[src/rtl/text_cursor_writer.sv]
// text_cursor_writer
//
// Write-side front end for the character text buffer. Consumes a byte stream,
// keeps a row/column cursor, interprets CR/LF/BS and issues one-cycle write
// commands to the text-buffer RAM. A full-buffer clear (one cell per cycle,
// row-major) runs after reset and whenever clear_req is seen while running.
//
// Ports:
//   clk       - clock, rising edge
//   reset_n   - asynchronous active-low reset
//   rx_valid  - byte available on rx_data
//   rx_data   - incoming character
//   rx_ready  - byte accepted when rx_valid && rx_ready (combinational)
//   clear_req - request a full-buffer clear (level, sampled each cycle)
//   we        - RAM write enable, one-cycle pulse per write
//   w_row     - RAM write row
//   w_col     - RAM write column
//   din       - RAM write data
//   cur_row   - current cursor row
//   cur_col   - current cursor column
//   busy      - clear in progress
module text_cursor_writer #(
  parameter int ROWS       = 4,
  parameter int COLS       = 32,
  parameter int DATA_WIDTH = 8
) (
  input  logic                          clk,
  input  logic                          reset_n,
  input  logic                          rx_valid,
  input  logic [DATA_WIDTH-1:0]         rx_data,
  output logic                          rx_ready,
  input  logic                          clear_req,
  output logic                          we,
  output logic [$clog2(ROWS)-1:0]       w_row,
  output logic [$clog2(COLS)-1:0]       w_col,
  output logic [DATA_WIDTH-1:0]         din,
  output logic [$clog2(ROWS)-1:0]       cur_row,
  output logic [$clog2(COLS)-1:0]       cur_col,
  output logic                          busy
);

  localparam int RW = $clog2(ROWS);
  localparam int CW = $clog2(COLS);

  // Wrap points are compared explicitly so non-power-of-two sizes work.
  localparam logic [RW-1:0] ROW_LAST = RW'(ROWS - 1);
  localparam logic [CW-1:0] COL_LAST = CW'(COLS - 1);

  localparam logic [DATA_WIDTH-1:0] CH_SPACE = DATA_WIDTH'(8'h20);
  localparam logic [DATA_WIDTH-1:0] CH_TILDE = DATA_WIDTH'(8'h7E);
  localparam logic [DATA_WIDTH-1:0] CH_CR    = DATA_WIDTH'(8'h0D);
  localparam logic [DATA_WIDTH-1:0] CH_LF    = DATA_WIDTH'(8'h0A);
  localparam logic [DATA_WIDTH-1:0] CH_BS    = DATA_WIDTH'(8'h08);

  localparam logic [0:0] ST_RUN   = 1'b0;
  localparam logic [0:0] ST_CLEAR = 1'b1;

  logic [0:0]    state;
  logic [RW-1:0] sweep_row;
  logic [CW-1:0] sweep_col;
  logic          sweep_end;  // last cell has been issued; leave CLEAR next edge

  logic          accept;
  logic          is_print;

  // Candidate cursor positions for each kind of byte.
  logic [RW-1:0] next_row;   // row+1 with wrap
  logic [RW-1:0] adv_row;
  logic [CW-1:0] adv_col;
  logic          bs_move;
  logic [RW-1:0] bs_row;
  logic [CW-1:0] bs_col;

  // Clear wins over a byte offered in the same cycle.
  assign rx_ready = (state == ST_RUN) && !clear_req;
  assign accept   = rx_valid && rx_ready;
  assign is_print = (rx_data >= CH_SPACE) && (rx_data <= CH_TILDE);

  // NOTE: every output of a combinational block gets a default first, so no
  // path leaves it unassigned and no latch is inferred.
  always_comb begin
    next_row = (cur_row == ROW_LAST) ? '0 : cur_row + RW'(1);
    adv_row  = cur_row;
    adv_col  = cur_col + CW'(1);
    bs_move  = 1'b0;
    bs_row   = cur_row;
    bs_col   = cur_col;

    if (cur_col == COL_LAST) begin
      adv_col = '0;
      adv_row = next_row;
    end

    if (cur_col != '0) begin
      bs_move = 1'b1;
      bs_col  = cur_col - CW'(1);
    end else if (cur_row != '0) begin
      bs_move = 1'b1;
      bs_row  = cur_row - RW'(1);
      bs_col  = COL_LAST;
    end
  end

  // NOTE: sequential state uses non-blocking assignments only, so every
  // register samples the values from before the edge.
  always_ff @(posedge clk or negedge reset_n) begin
    if (!reset_n) begin
      state     <= ST_CLEAR;
      sweep_row <= '0;
      sweep_col <= '0;
      sweep_end <= 1'b0;
      we        <= 1'b0;
      w_row     <= '0;
      w_col     <= '0;
      din       <= '0;
      cur_row   <= '0;
      cur_col   <= '0;
      busy      <= 1'b1;
    end else begin
      // we is a single-cycle pulse; only a write below raises it again.
      we <= 1'b0;

      case (state)
        ST_CLEAR: begin
          if (sweep_end) begin
            state     <= ST_RUN;
            busy      <= 1'b0;
            sweep_end <= 1'b0;
            cur_row   <= '0;
            cur_col   <= '0;
          end else begin
            we    <= 1'b1;
            w_row <= sweep_row;
            w_col <= sweep_col;
            din   <= '0;
            if (sweep_col == COL_LAST) begin
              sweep_col <= '0;
              if (sweep_row == ROW_LAST) begin
                sweep_row <= '0;
                sweep_end <= 1'b1;
              end else begin
                sweep_row <= sweep_row + RW'(1);
              end
            end else begin
              sweep_col <= sweep_col + CW'(1);
            end
          end
        end

        default: begin  // ST_RUN
          if (clear_req) begin
            state     <= ST_CLEAR;
            busy      <= 1'b1;
            sweep_row <= '0;
            sweep_col <= '0;
            sweep_end <= 1'b0;
          end else if (accept) begin
            if (is_print) begin
              // Printable bytes write at the cursor before it advances.
              we      <= 1'b1;
              w_row   <= cur_row;
              w_col   <= cur_col;
              din     <= rx_data;
              cur_row <= adv_row;
              cur_col <= adv_col;
            end else if (rx_data == CH_CR) begin
              cur_col <= '0;
            end else if (rx_data == CH_LF) begin
              cur_col <= '0;
              cur_row <= next_row;
            end else if (rx_data == CH_BS) begin
              // Backspace blanks the cell it moves back onto.
              if (bs_move) begin
                we      <= 1'b1;
                w_row   <= bs_row;
                w_col   <= bs_col;
                din     <= CH_SPACE;
                cur_row <= bs_row;
                cur_col <= bs_col;
              end
            end
          end
        end
      endcase
    end
  end

endmodule

[config.mk]
export PLATFORM = sky130hd
export DESIGN_NAME = text_cursor_writer
export DESIGN_NICKNAME = d
export VERILOG_FILES = /design/src/rtl/text_cursor_writer.sv
export SDC_FILE = /design/constraint.sdc
export NUM_CORES = 1
export LEC_CHECK = 0
export CAP_MARGIN = 20
export CORE_ASPECT_RATIO = 0.7
export CORE_MARGIN = 2
export CORE_UTILIZATION = 56
export DETAILED_ROUTE_END_ITERATION = 16
export PLACE_DENSITY = 0.8
export SYNTH_ARGS = -nofsm -noshare
export SYNTH_HDL_FRONTEND = slang
export SYNTH_SLANG_ARGS = --single-unit
[constraint.sdc]
create_clock -name clk -period 6.3 [get_ports clk]
set_input_delay 0.945 -clock clk [delete_from_list [all_inputs] [get_ports clk]]
set_output_delay 0.945 -clock clk [all_outputs]
set_load 0.03 [all_outputs]
======== After elaboration in Yosys (flattened, before gate mapping) ========
Cells that the tools add are included.
word-level totals
  register bits after elaboration ......... 33
  output and inout bits ................... 25
  logic and storage cells ................. 132
cells by class
  add/sub/neg operators ................... 6
  $lt $le $gt $ge ......................... 2
  eq/ne operators ......................... 14
  multiplexer cells ....................... 78
  bitwise operators ....................... 1
  reductions and logical operators ........ 20
operator list
  operator                                                                          number
  5-bit 2-to-1 mux                                                                  23
  8-bit 2-to-1 mux                                                                  9
  2-bit 2-to-1 mux                                                                  25
  8-bit by 4-bit == test with 1-bit output, second input constant                   3
  1-bit 2-to-1 mux                                                                  21
  5-bit nonzero test                                                                3
  7-bit AND reduction                                                               2
  5-bit by 1-bit adder with 5-bit output, second input constant                     2
  5-bit == test, second input constant                                              2
  8-bit by 6-bit >= comparator with 1-bit output, second input constant             1
  8-bit by 7-bit less-or-equal comparator with 1-bit output, second input constant  1
  4-bit nonzero test                                                                2
  2-bit by 1-bit inequality test with 1-bit output, second input constant           3
  3-bit inequality test, second input constant                                      2
  2-bit nonzero test                                                                3
  3-bit nonzero test                                                                2
  5-bit AND reduction                                                               1
  5-bit by 1-bit subtractor with 5-bit output, second input constant                1
  2-bit by 1-bit adder with 2-bit output, second input constant                     2
  2-bit == test, second input constant                                              2
  2-bit AND reduction                                                               2
  1-bit logical AND                                                                 3
  3-bit by 2-bit inequality test with 1-bit output, second input constant           1
  3-bit AND reduction                                                               1
  other kinds (4)                                                                   4

======== Depth between registers and ports, before layout ========
Gate-level depths: netlist (run 1).
  word-level depth ........................ 11
  gate-level depth with buffers ........... 10
  depth with buffers taken out ............ 8

======== Worst setup path after synthesis (run 1) ========
No wires, ideal clock.
  kind .................................... reg2reg
  start point ............................. reg cur_col[0]
  end point ............................... reg w_col[0]
  data arrival time ....................... 2498 ps
  path slack .............................. 3677 ps
  cell stages (with the launch flop) ...... 11
  path buffers ............................ 2
  clock period less this slack ............ 2623 ps
  cell sequence ........................... dfrtp_1 > inv_1 > ha_1 > or4b_1 > buf_2 > o2111a_2 > o21ai_2 > and2_1 > buf_6 > inv_4 > mux2_4
between the ends
  word-level cells in the longest chain between the ends .. 10
  elaborated cells between the ends (all ways) .. 15
ends and longest elaborated chain
  item                                                                       RTL line  RTL
  from (decl)                                                                38        output logic [$clog2(COLS)-1:0] cur_col,
  from (signal assigned)                                                     165       cur_col <= adv_col;
  from (signal assigned)                                                     179       cur_col <= bs_col;
  5-bit by 1-bit subtractor with 5-bit output, or another cell as far along  96        bs_col = cur_col - CW'(1);
  5-bit 2-to-1 mux                                                           94        if (cur_col != '0) begin
  5-bit 2-to-1 mux                                                           173       if (bs_move) begin
  5-bit 2-to-1 mux                                                           171       end else if (rx_data == CH_BS) begin
  5-bit 2-to-1 mux                                                           168       end else if (rx_data == CH_LF) begin
  5-bit 2-to-1 mux                                                           166       end else if (rx_data == CH_CR) begin
  5-bit 2-to-1 mux                                                           158       if (is_print) begin
  5-bit 2-to-1 mux                                                           157       end else if (accept) begin
  5-bit 2-to-1 mux                                                           151       if (clear_req) begin
  5-bit 2-to-1 mux                                                           123       case (state)
  to (signal assigned)                                                       134       w_col <= sweep_col;
  to (signal assigned)                                                       162       w_col <= cur_col;
  to (signal assigned)                                                       176       w_col <= bs_col;
  to (decl)                                                                  35        output logic [$clog2(COLS)-1:0] w_col,
Several ways; a longest one is shown, not always the timed one. The select of a mux whose other input is x is not followed.
A chain may end at the register's enable or synchronous reset.

======== Worst setup path after layout (run 1) ========
  start point ............................. in clear_req
  end point ............................... out rx_ready
between the ends
  word-level cells in the longest chain between the ends .. 2
ends and longest elaborated chain
  item               RTL line  RTL
  from (decl)        32        input logic clear_req,
  1-bit zero test    75        assign rx_ready = (state == ST_RUN) && !clear_req;
  1-bit logical AND  75
  to (decl)          31        output logic rx_ready,
No other way between the ends.

==> results of run 1 <==
==> per-stage QoR <==
| step | total power (uW) | setup slack [ns] |
|---|---|---|
| 6_report | 879 | 2.92 |
| 2_1_floorplan | 567 | 3.68 |
| 3_3_place_gp | 706 | 2.92 |
| 5_1_grt | 927 | 2.84 |
| 3_5_place_dp | 709 | 2.84 |
| 4_1_cts | 874 | 2.92 |
==> worst min path at each step <==
| stage | from | to | slack, ns | cells after the start |
|---|---|---|---|---|
| floorplan | sweep_col[3] | sweep_col[3] | 0.47 | 1 |
| global placement | busy | busy | 0.48 | 2 |
| detailed placement | din[6] | din[6] | 0.49 | 2 |
| CTS | busy | busy | 0.50 | 2 |
| global route | busy | busy | 0.52 | 2 |
| finish | din[6] | din[6] | 0.50 | 2 |
==> cell usage in the layout, fill, tap and decap left out, drive strengths merged, types with 2 or more instances in the layout <==
cell / instances
clkdlybuf4s50: 36
dfrtp: 31
o21ai: 26
nand2: 17
nand3: 14
inv: 14
nor2: 12
ha: 10
a21oi: 7
mux2i: 5
o22ai: 5
clkbuf: 5
buf: 5
and3: 4
a21o: 4
nand4: 4
a2bb2oi: 4
mux2: 3
a211oi: 3
a31oi: 3
a22o: 3
clkinv: 3
and4: 2
nor4b: 2
nor3b: 2
o31ai: 2
a32oi: 2
o2bb2ai: 2
nor2b: 2
o311ai: 2
dfstp: 2
==> metal layers <==
metal,up-vias,GRT usage (%),part of all wire (%)
li1,909,-,-
met3,15,7.92,9.3
met2,116,40.9,41
met4,0,13.9,2.3
met1,940,38.6,48
met5,-,0,0
==> registers in the layout (all words and copies together) (netlist names), 2 cells and up <==
| register | flops |
|---|---|
| cur_col | 5 |
| din | 8 |
| w_col | 5 |
| sweep_row | 2 |
| cur_row | 2 |
| sweep_col | 5 |
| w_row | 2 |
==> cells by family (layout without fill, tap and decap cells) <==
family,count (synthesis),after routing,share of synthesized area (%)
compound gates,78,78,27.2
fa+ha+maj,10,10,6.06
buf+inv,25,64,5.16
flops,33,33,40.1
mux,8,8,4.61
simple gates,67,67,16.8
==> power breakdown <==
part / internal, uW / switching [uW]
clock network: 76.2 / 85.4
logic: 167 / 197
registers: 276 / 77.2
==> cell type report <==
class                   count  area, um^2  share of cell area (%)
multi-input cells         163        1130                    44.0
flip-flops and latches     33         828                    32.3
repair buffers             41         398                    15.5
clock buffers               5        68.8                    2.69
well taps                  50        62.6                    2.44
inverters                  15        58.8                    2.29
clock inverters             3        17.5                   0.684
==> worst reg2reg max path, delay by kind of cell (launching register included) <==
family / cells / cell delay, ns
AO/OA/AOI/OAI: 2 / 0.75
flip-flops: 1 / 0.46
buffers and inverters: 2 / 0.26
adder cells (fa/ha/maj): 1 / 0.28
AND/OR/NAND/NOR: 2 / 1.04
multiplexers: 1 / 0.31
==> reports/results.txt, run 1 <==
Status -> finished clean
Deepest clock path buffer count -> 2
R2R Path End -> w_col[0]
Clk Latency, worst-skew pair -> 0.29 ns
Biggest cell delay along the critical path -> 0.74 ns
Fmax -> 296 MHz
Leading cell types by count after synthesis -> 31 x dfrtp_1, 25 x o21ai_0, 17 x nand2_1, 14 x nand3_1, 13 x inv_1
Max-cap violations -> 0
Number of synthesized flops with an enable pin -> 0
Via count -> 1980
Final count of hold timing violations -> 0
Worst Max-Slew Pin Slew -> 0.530 ns
Wire length per cell after detailed routing -> 17.4 um
Static Leakage -> 0.00109 uW
Data arrival at the endpoint of the critical path -> 2.44 ns
Post-route setup TNS -> 0 ns
Vias per std cell -> 6.39
Post-route DRC -> 0
Share of the synthesized area in the top cell type -> 37.6%
Main area contributors after synthesis -> dfrtp_1 38%, ha_1 6.1%, o21ai_0 6.1%
Most instantiated library cell after synthesis -> dfrtp_1
Buffer cell driving the clock tree root -> clkbuf_8
Post-synthesis instance total -> 221
RSZ-0062 raised after global routing -> false
Setup crit end kind -> output port
Req. time, crit path -> 5.35 ns
CTS Buf Count -> 5
Placed Instance Area -> 2480 um^2
Pwr/cell area -> 343 nW/um^2
Final Max Slew Viols -> 0
Setup slack on the worst flop-to-flop path -> 3.09 ns
Total wire length after detailed routing -> 5.40 mm
Post-cts sizing count -> 0
Capture point of the worst path -> rx_ready
Final-layout fill cell count -> 268
Share of cells above drive strength 1 -> 8.85%
PortBufs -> 36
Number of antenna-violating nets in the routed design -> 0
Proportion of synthesized chip area in sequential cells -> 40.1%
Initial DRC Count -> 259
HPWL after DPL -> 3.79 mm
Final weighted congestion of routability-driven global placement -> 0.996
DRT Pass-1 Iters -> 5
Horizontal die dimension -> 76.6 um
Synthesized cell area -> 2060 um^2
Buffer count from post-CTS setup fixing -> 0
Overflow after GRT -> 0
Post-synthesis area per instance -> 9.34 um^2
Worst min path class -> flop to flop
Nets in the synthesized netlist -> 243
Floorplan row count -> 18
Clock H-tree levels -> 2
Via count of the first global-routing pass -> 1802
Area inside the core boundary -> 3540 um^2
Placed Cells -> 302
Number of inserted diodes -> 0
First element of the critical path -> clear_req
Sink count of the clock tree -> 33
WP buf/inv -> 2
Final critical delay including setup and external delays -> 3.38 ns
Dominant register cell in the synthesized netlist -> dfrtp_1
Die Height -> 54.8 um
Worst path cell trace -> clkdlybuf4s50_1 -> nor2_1 -> clkdlybuf4s50_1
Worst-path maximum fanout -> 6
Critical path's most frequent cell -> clkdlybuf4s50_1
Pin count of the biggest net entering global routing -> 34
Final-stage net count -> 281
R2r startpoint -> cur_col[0]
Headroom to the max-slew limit -> 64.5%
Overall die area -> 4190 um^2
Effective utilization at floorplan -> 58.4%
Fin Clk Skew -> 0.00438 ns
Count of final setup violators -> 0
Wire length of the first global-routing pass -> 8.96 mm
Quantity of hold-fixing buffers added after cts -> 0
Final standard cell utilization of the core -> 72.5%
Total Routing Usage GR -> 28.0%
Maximum VDD drop -> 0.000303 V
Synthesis warning total -> 0
Setup crit start kind -> input port
Async S/R FF share, synth -> 100%
Crit share post-route -> 53.7%
Count of different cell masters after synthesis -> 56
Stages on worst setup path -> 3
Final instance area -> 2560 um^2
WHS -> 0.501 ns
Final non-filler cell total -> 310
Clock-pin slew of the registers on the worst-case setup and hold paths -> 0.07 ns
CTS tree -> done
Type of the worst setup path -> input port to output port
Signed area change from the synthesized netlist to the final layout -> 24.2%
Synth Register Bits -> 33
Number of cells on the worst reg-to-reg path -> 8
Initial antenna violation count -> 0
Dominant cell type by area after synthesis -> dfrtp_1
Cell with the biggest individual delay on the critical path -> clkdlybuf4s50_1
Count of boundary I/O pins -> 37
Top cell family by delay on the critical path -> buffers and inverters
Power figures use the tool's default switching activity.
==> run 2: changes to the inputs <==
--- a/config.mk
+++ b/config.mk
@@ -8,9 +8,9 @@
 export CAP_MARGIN = 20
 export CORE_ASPECT_RATIO = 0.7
 export CORE_MARGIN = 2
-export CORE_UTILIZATION = 56
+export CORE_UTILIZATION = 47
 export DETAILED_ROUTE_END_ITERATION = 16
-export PLACE_DENSITY = 0.8
+export PLACE_DENSITY = 0.71
 export SYNTH_ARGS = -nofsm -noshare
 export SYNTH_HDL_FRONTEND = slang
 export SYNTH_SLANG_ARGS = --single-unit
==> constraint.sdc (replaced) <==
create_clock -name clk -period 3 [get_ports clk]
set_input_delay 0.45 -clock clk [delete_from_list [all_inputs] [get_ports clk]]
set_output_delay 0.45 -clock clk [all_outputs]
set_load 0.03 [all_outputs]
==> run 2 against run 1 <==
Against the previous run:
- die area grew 18%
- register-to-register slack worse by 2.8 ns
- wire length increased by 2.6%
- highest routed layer unchanged
- clock-buffer cell count is 1 higher
- critical path depth increased by 4
- via count shrank 3.5%
==> reports/results.txt, run 2 (synthesis gave the netlist of run 1 again) <==
CTS Buf Count -> 5 (unchanged)
RSZ-0062 raised after global routing -> false
Clock H-tree levels -> 2 (unchanged)
Overall power after layout -> 1850 uW (+110%)
Setup crit end kind -> flop
Vias per std cell -> 5.99 (-6.2%)
Share of cells above drive strength 1 -> 9.85% (+1.0 points)
Count of boundary I/O pins -> 37 (unchanged)
Initial DRC Count -> 148 (-43%)
HPWL after DPL -> 4.07 mm (+7.2%)
Final-layout fill cell count -> 399 (+49%)
Maximum VDD drop -> 0.000452 V (+49%)
Number of antenna-violating nets in the routed design -> 0 (unchanged)
Wire length per cell after detailed routing -> 17.4 um (-0.27%)
Post-route setup TNS -> 0 ns (unchanged)
Via count -> 1911 (-3.5%)
Total Routing Usage GR -> 23.9% (-4.1 points)
Req. time, crit path -> 3.17 ns (-2.18 ns)
Wire length of the first global-routing pass -> 9.18 mm (+2.5%)
Effective utilization at floorplan -> 48.2% (-10 points)
Most frequent standard cell in the layout excluding fill and tap cells -> clkdlybuf4s50_1
Worst Max-Slew Pin Slew -> 0.527 ns (-0.00298 ns)
Horizontal die dimension -> 83.2 um (+8.7%)
Type of the worst setup path -> flop to flop
Overall die area -> 4940 um^2 (+18%)
Count of final setup violators -> 0 (unchanged)
Overflow after GRT -> 0 (unchanged)
Post-cts sizing count -> 0 (unchanged)
Start point of the worst min-delay path -> din[5]
Clock-pin slew of the registers on the worst-case setup and hold paths -> 0.07 ns (about the same)
Fmax -> 363 MHz
Crit share post-route -> 91.9%
Final weighted congestion of routability-driven global placement -> 0.920 (-7.6%)
Pin count of the biggest net entering global routing -> 34 (unchanged)
PortBufs -> 36 (unchanged)
Max-cap violations -> 0 (unchanged)
Clk Latency, worst-skew pair -> 0.29 ns (about the same)
Final-stage net count -> 285 (+1.4%)
Final standard cell utilization of the core -> 60.6% (-12 points)
Setup slack on the worst flop-to-flop path -> 0.24 ns (-2.85 ns)
Buffer cell driving the clock tree root -> clkbuf_8
Final Max Slew Viols -> 0 (unchanged)
Pwr/cell area -> 712 nW/um^2 (+110%)
Worst path cell trace -> inv_1 -> ha_1 -> or4b_1 -> o2111a_2 -> o41ai_4 -> o21ai_0 -> nor2b_1
Sink count of the clock tree -> 33 (unchanged)
Top cell family by delay on the critical path -> compound AO/OA/AOI/OAI gates
Post-route DRC -> 0 (unchanged)
Quantity of hold-fixing buffers added after cts -> 0 (unchanged)
Hold endpoint -> din[5]
Worst min path class -> flop to flop
Biggest cell delay along the critical path -> 0.58 ns (-0.16 ns)
Buffer count from post-CTS setup fixing -> 0 (unchanged)
Number of cells on the worst reg-to-reg path -> 7 (-1)
Floorplan row count -> 20 (+2)
Signed area change from the synthesized netlist to the final layout -> 25.8%
DRT Pass-1 Iters -> 4 (-1)
R2R Path End -> cur_col[1]
Cell count of the worst hold path -> 1 (-1)
Final critical delay including setup and external delays -> 2.76 ns
Cell with the biggest individual delay on the critical path -> or4b_1
Status -> finished clean
Data arrival at the endpoint of the critical path -> 2.92 ns (+0.48 ns)
Max reg flops -> 8 (unchanged)
Register ranked first by flip-flop count -> din
Deepest clock path buffer count -> 2 (unchanged)
Total wire length after detailed routing -> 5.54 mm (+2.6%)
Initial antenna violation count -> 0 (unchanged)
R2r startpoint -> cur_col[0]
Area inside the core boundary -> 4280 um^2 (+21%)
WP buf/inv -> 1 (-1)
Number of inserted diodes -> 0 (unchanged)
Fin Clk Skew -> 0.00749 ns (+0.00312 ns)
Headroom to the max-slew limit -> 64.4% (about the same)
CTS tree -> done
Static Leakage -> 0.00111 uW (+1.9%)
Most frequent cells in the layout -> 36 x clkdlybuf4s50_1, 31 x dfrtp_1, 25 x o21ai_0, 17 x nand2_1, 14 x nand3_1
Die Height -> 59.4 um (+8.5%)
Worst-path maximum fanout -> 7 (+1)
Final count of hold timing violations -> 0 (unchanged)
Setup crit start kind -> flop
Via count of the first global-routing pass -> 1807 (+0.28%)
-- run 2: cell count changes in the layout (fill, tap and decap cells not counted) --
cell	change
clkinvlp_4	-1
clkbuf_1	+1
buf_4	+4
-- run 2: where the power goes --
group	leakage, uW	switching (uW)	internal [uW]
logic	0.000656	422	353
clock network	0.0000450	174	161
registers	0.000409	158	580
-- run 2: layer usage --
layer / GRT usage (%) / part of all wire (%)
met1: 35.0 / 50
met2: 33.9 / 42
met3: 6.55 / 6.1
met4: 8.43 / 1.4
met5: 0 / 0
-- run 2: through the flow --
step                      setup WS [ns]  instances  hold slack [ns]  instance area, um^2
final                             0.243        319            0.480                 2590
after global routing             0.0733        319            0.516                 2590
after CTS                         0.274        319            0.489                 2590
after detailed placement          0.289        311            0.474                 2510
after global placement            0.359        311            0.466                 2510
after floorplan                   0.377        221            0.154                 2060
-- run 2: how the worst max path moves through the flow --
| stage | slack, ns | cells after the start | end | from |
|---|---|---|---|---|
| 6_report | 0.24 | 7 | cur_col[1] | cur_col[0] |
| 5_1_grt | 0.07 | 7 | cur_col[1] | cur_col[0] |
| 4_1_cts | 0.27 | 7 | cur_col[1] | cur_col[0] |
| 3_5_place_dp | 0.29 | 7 | cur_col[1] | cur_col[0] |
| 3_3_place_gp | 0.36 | 7 | cur_col[1] | cur_col[0] |
| 2_1_floorplan | 0.38 | 10 | w_col[0] | cur_col[0] |
-- run 2: worst register-to-register path, delay by kind of cell, from the launching register on --
kind	cells	cell delay (ns)
AO/OA/AOI/OAI	3	1.01
flip-flops	1	0.46
AND/OR/NAND/NOR	2	0.73
adder cells (fa/ha/maj)	1	0.28
buffers and inverters	1	0.17
-- run 2: layout make-up --
class	count	area [um^2]	share of cell area (%)
Clock buffer	6	72.6	2.80
Timing Repair Buffer	45	428	16.5
Inverter	15	58.8	2.27
Tap cell	55	68.8	2.65
Multi-Input combinational cell	163	1130	43.5
Clock inverter	2	10.0	0.386
Sequential cell	33	828	31.9
==> run 3: changes to the inputs <==
--- a/config.mk
+++ b/config.mk
@@ -11,6 +11,7 @@
 export CORE_UTILIZATION = 47
 export DETAILED_ROUTE_END_ITERATION = 16
 export PLACE_DENSITY = 0.71
+export RECOVER_POWER = 50
 export SYNTH_ARGS = -nofsm -noshare
 export SYNTH_HDL_FRONTEND = slang
 export SYNTH_SLANG_ARGS = --single-unit
==> run 3 against run 2 <==
Against the previous run:
- the run now ends with capacitance limit, slew limit left
- non-clock buffer count did not move
- register-to-register slack about the same
- critical endpoint unchanged
- highest routed layer unchanged
- fmax grew 0.11%
- combinational power down 0.9%
- critical path type unchanged
- largest power group unchanged
==> reports/results.txt, run 3 (synthesis gave the netlist of run 1 again) <==
Vias per std cell -> 6.01 (+0.37%)
CTS tree -> done
Worst-path maximum fanout -> 7 (unchanged)
Overflow after GRT -> 0 (unchanged)
Register ranked first by flip-flop count -> din
Setup crit end kind -> flop
Post-cts sizing count -> 0 (unchanged)
Pin count of the biggest net entering global routing -> 34 (unchanged)
Headroom to the max-slew limit -> -18.9% (-83 points)
Initial antenna violation count -> 0 (unchanged)
Post-route DRC -> 0 (unchanged)
Die Height -> 59.4 um (unchanged)
Buffer count from post-CTS setup fixing -> 0 (unchanged)
Area inside the core boundary -> 4280 um^2 (unchanged)
Post-placement worst setup slack -> 0.289 ns (unchanged)
Horizontal die dimension -> 83.2 um (unchanged)
DRT Pass-1 Iters -> 4 (unchanged)
Final weighted congestion of routability-driven global placement -> 0.920 (unchanged)
Met2 routed wirelength -> 2.33 mm (-0.17%)
Count of final setup violators -> 0 (unchanged)
Fin Clk Skew -> 0.00820 ns (+0.000707 ns)
Post-route setup TNS -> 0 ns (unchanged)
Quantity of hold-fixing buffers added after cts -> 0 (unchanged)
Floorplan row count -> 20 (unchanged)
RSZ-0062 raised after global routing -> false
Total Routing Usage GR -> 23.9% (unchanged)
Signed area change from the synthesized netlist to the final layout -> 25.6%
Clock-pin slew of the registers on the worst-case setup and hold paths -> 0.07 ns (about the same)
Most frequent standard cell in the layout excluding fill and tap cells -> dfrtp_1
Failing checks -> capacitance limit, slew limit
Final critical delay including setup and external delays -> 2.75 ns (-0.00308 ns)
HPWL after DPL -> 4.07 mm (unchanged)
Via count -> 1918 (+0.37%)
Overall die area -> 4940 um^2 (unchanged)
Setup crit start kind -> flop
Wire length per cell after detailed routing -> 17.3 um (-0.16%)
Status -> finished, violations left
Total wire length after detailed routing -> 5.53 mm (-0.16%)
Data arrival at the endpoint of the critical path -> 2.92 ns (about the same)
Setup slack of the critical path after layout -> 0.246 ns (+0.00308 ns)
Final count of hold timing violations -> 0 (unchanged)
Maximum VDD drop -> 0.000450 V (-0.39%)
Wire length of the first global-routing pass -> 9.18 mm (unchanged)
Share of cells above drive strength 1 -> 9.09% (-0.76 points)
Deepest clock path buffer count -> 2 (unchanged)
Uppermost metal layer occupied by signal nets -> met4
Buffer cell driving the clock tree root -> clkbuf_8
PortBufs -> 36 (unchanged)
Most frequent cells in the layout -> 31 x dfrtp_1, 27 x clkdlybuf4s50_1, 25 x o21ai_0, 17 x nand2_1, 14 x nand3_1
Detailed-routed wire length on met3 -> 338 um (+0.60%)
CTS Buf Count -> 5 (unchanged)
Met1 layer wirelength in the final routing -> 2.80 mm (unchanged)
Type of the worst setup path -> flop to flop
Max reg flops -> 8 (unchanged)
Static Leakage -> 0.00112 uW (+1.1%)
Sink count of the clock tree -> 33 (unchanged)
Number of antenna-violating nets in the routed design -> 0 (unchanged)
Via count of the first global-routing pass -> 1807 (unchanged)
Number of inserted diodes -> 0 (unchanged)
Clock H-tree levels -> 2 (unchanged)
Count of boundary I/O pins -> 37 (unchanged)
Clk Latency, worst-skew pair -> 0.29 ns (about the same)
Final Max Slew Viols -> 34 (+34)
Req. time, crit path -> 3.17 ns (about the same)
Fmax -> 363 MHz (+0.11%)
Pwr/cell area -> 711 nW/um^2 (-0.25%)
Max-cap violations -> 1 (+1)
Final-stage net count -> 285 (unchanged)
Initial DRC Count -> 145 (-2.0%)
Worst Max-Slew Pin Slew -> 1.78 ns (+1.26 ns)
Effective utilization at floorplan -> 48.2% (unchanged)
Worst min path class -> flop to flop
Crit share post-route -> 91.8% (-0.10 points)
-- run 3: final cells by class --
class,count,area (um^2)
Clock inverter,2,10.0
Timing Repair Buffer,45,424
Multi-Input combinational cell,163,1130
Sequential cell,33,828
Inverter,15,58.8
Clock buffer,6,72.6
Tap cell,55,68.8
Fill cell,398,1690
-- run 3: critical path: stages (launching register included) --
cell      delay [ns]
dfrtp_1         0.46
inv_1           0.17
ha_1            0.28
or4b_1          0.58
o2111a_2        0.36
o41ai_4         0.49
o21ai_0         0.15
nor2b_1         0.15
-- run 3: routing by layer --
metal  vias up  GRT usage (%)
li1        919              -
met1       924           35.0
met2        67           33.9
met3         8           6.55
met4         0           8.43
met5         -              0
-- run 3: per-stage QoR --
step | hold WS (ns) | area (um^2) | cells | util (%) | total power (uW)
global route | 0.516 | 2590 | 319 | 60.6 | 1940
floorplan | 0.154 | 2060 | 221 | - | 1190
detailed placement | 0.474 | 2510 | 311 | 58.7 | 1510
finish | 0.480 | 2590 | 319 | 60.6 | 1840
global placement | 0.466 | 2510 | 311 | 58.7 | 1500
CTS | 0.489 | 2590 | 319 | 60.6 | 1850
-- run 3: where the power goes --
group	internal (uW)	switching, uW
registers	580	158
clock network	161	174
logic	347	422
-- run 3: final timing paths --
kind | start | to | slack, ns | cells after the start
min | din[5] | din[5] | 0.48 | 1
min in group asynchronous | reset_n | din[2] | 1.17 | 2
max in group asynchronous | reset_n | din[3] | 0.80 | 2
max | cur_col[0] | cur_col[1] | 0.25 | 7
min reg2reg | din[5] | din[5] | 0.48 | 1
max reg2reg | cur_col[0] | cur_col[1] | 0.25 | 7
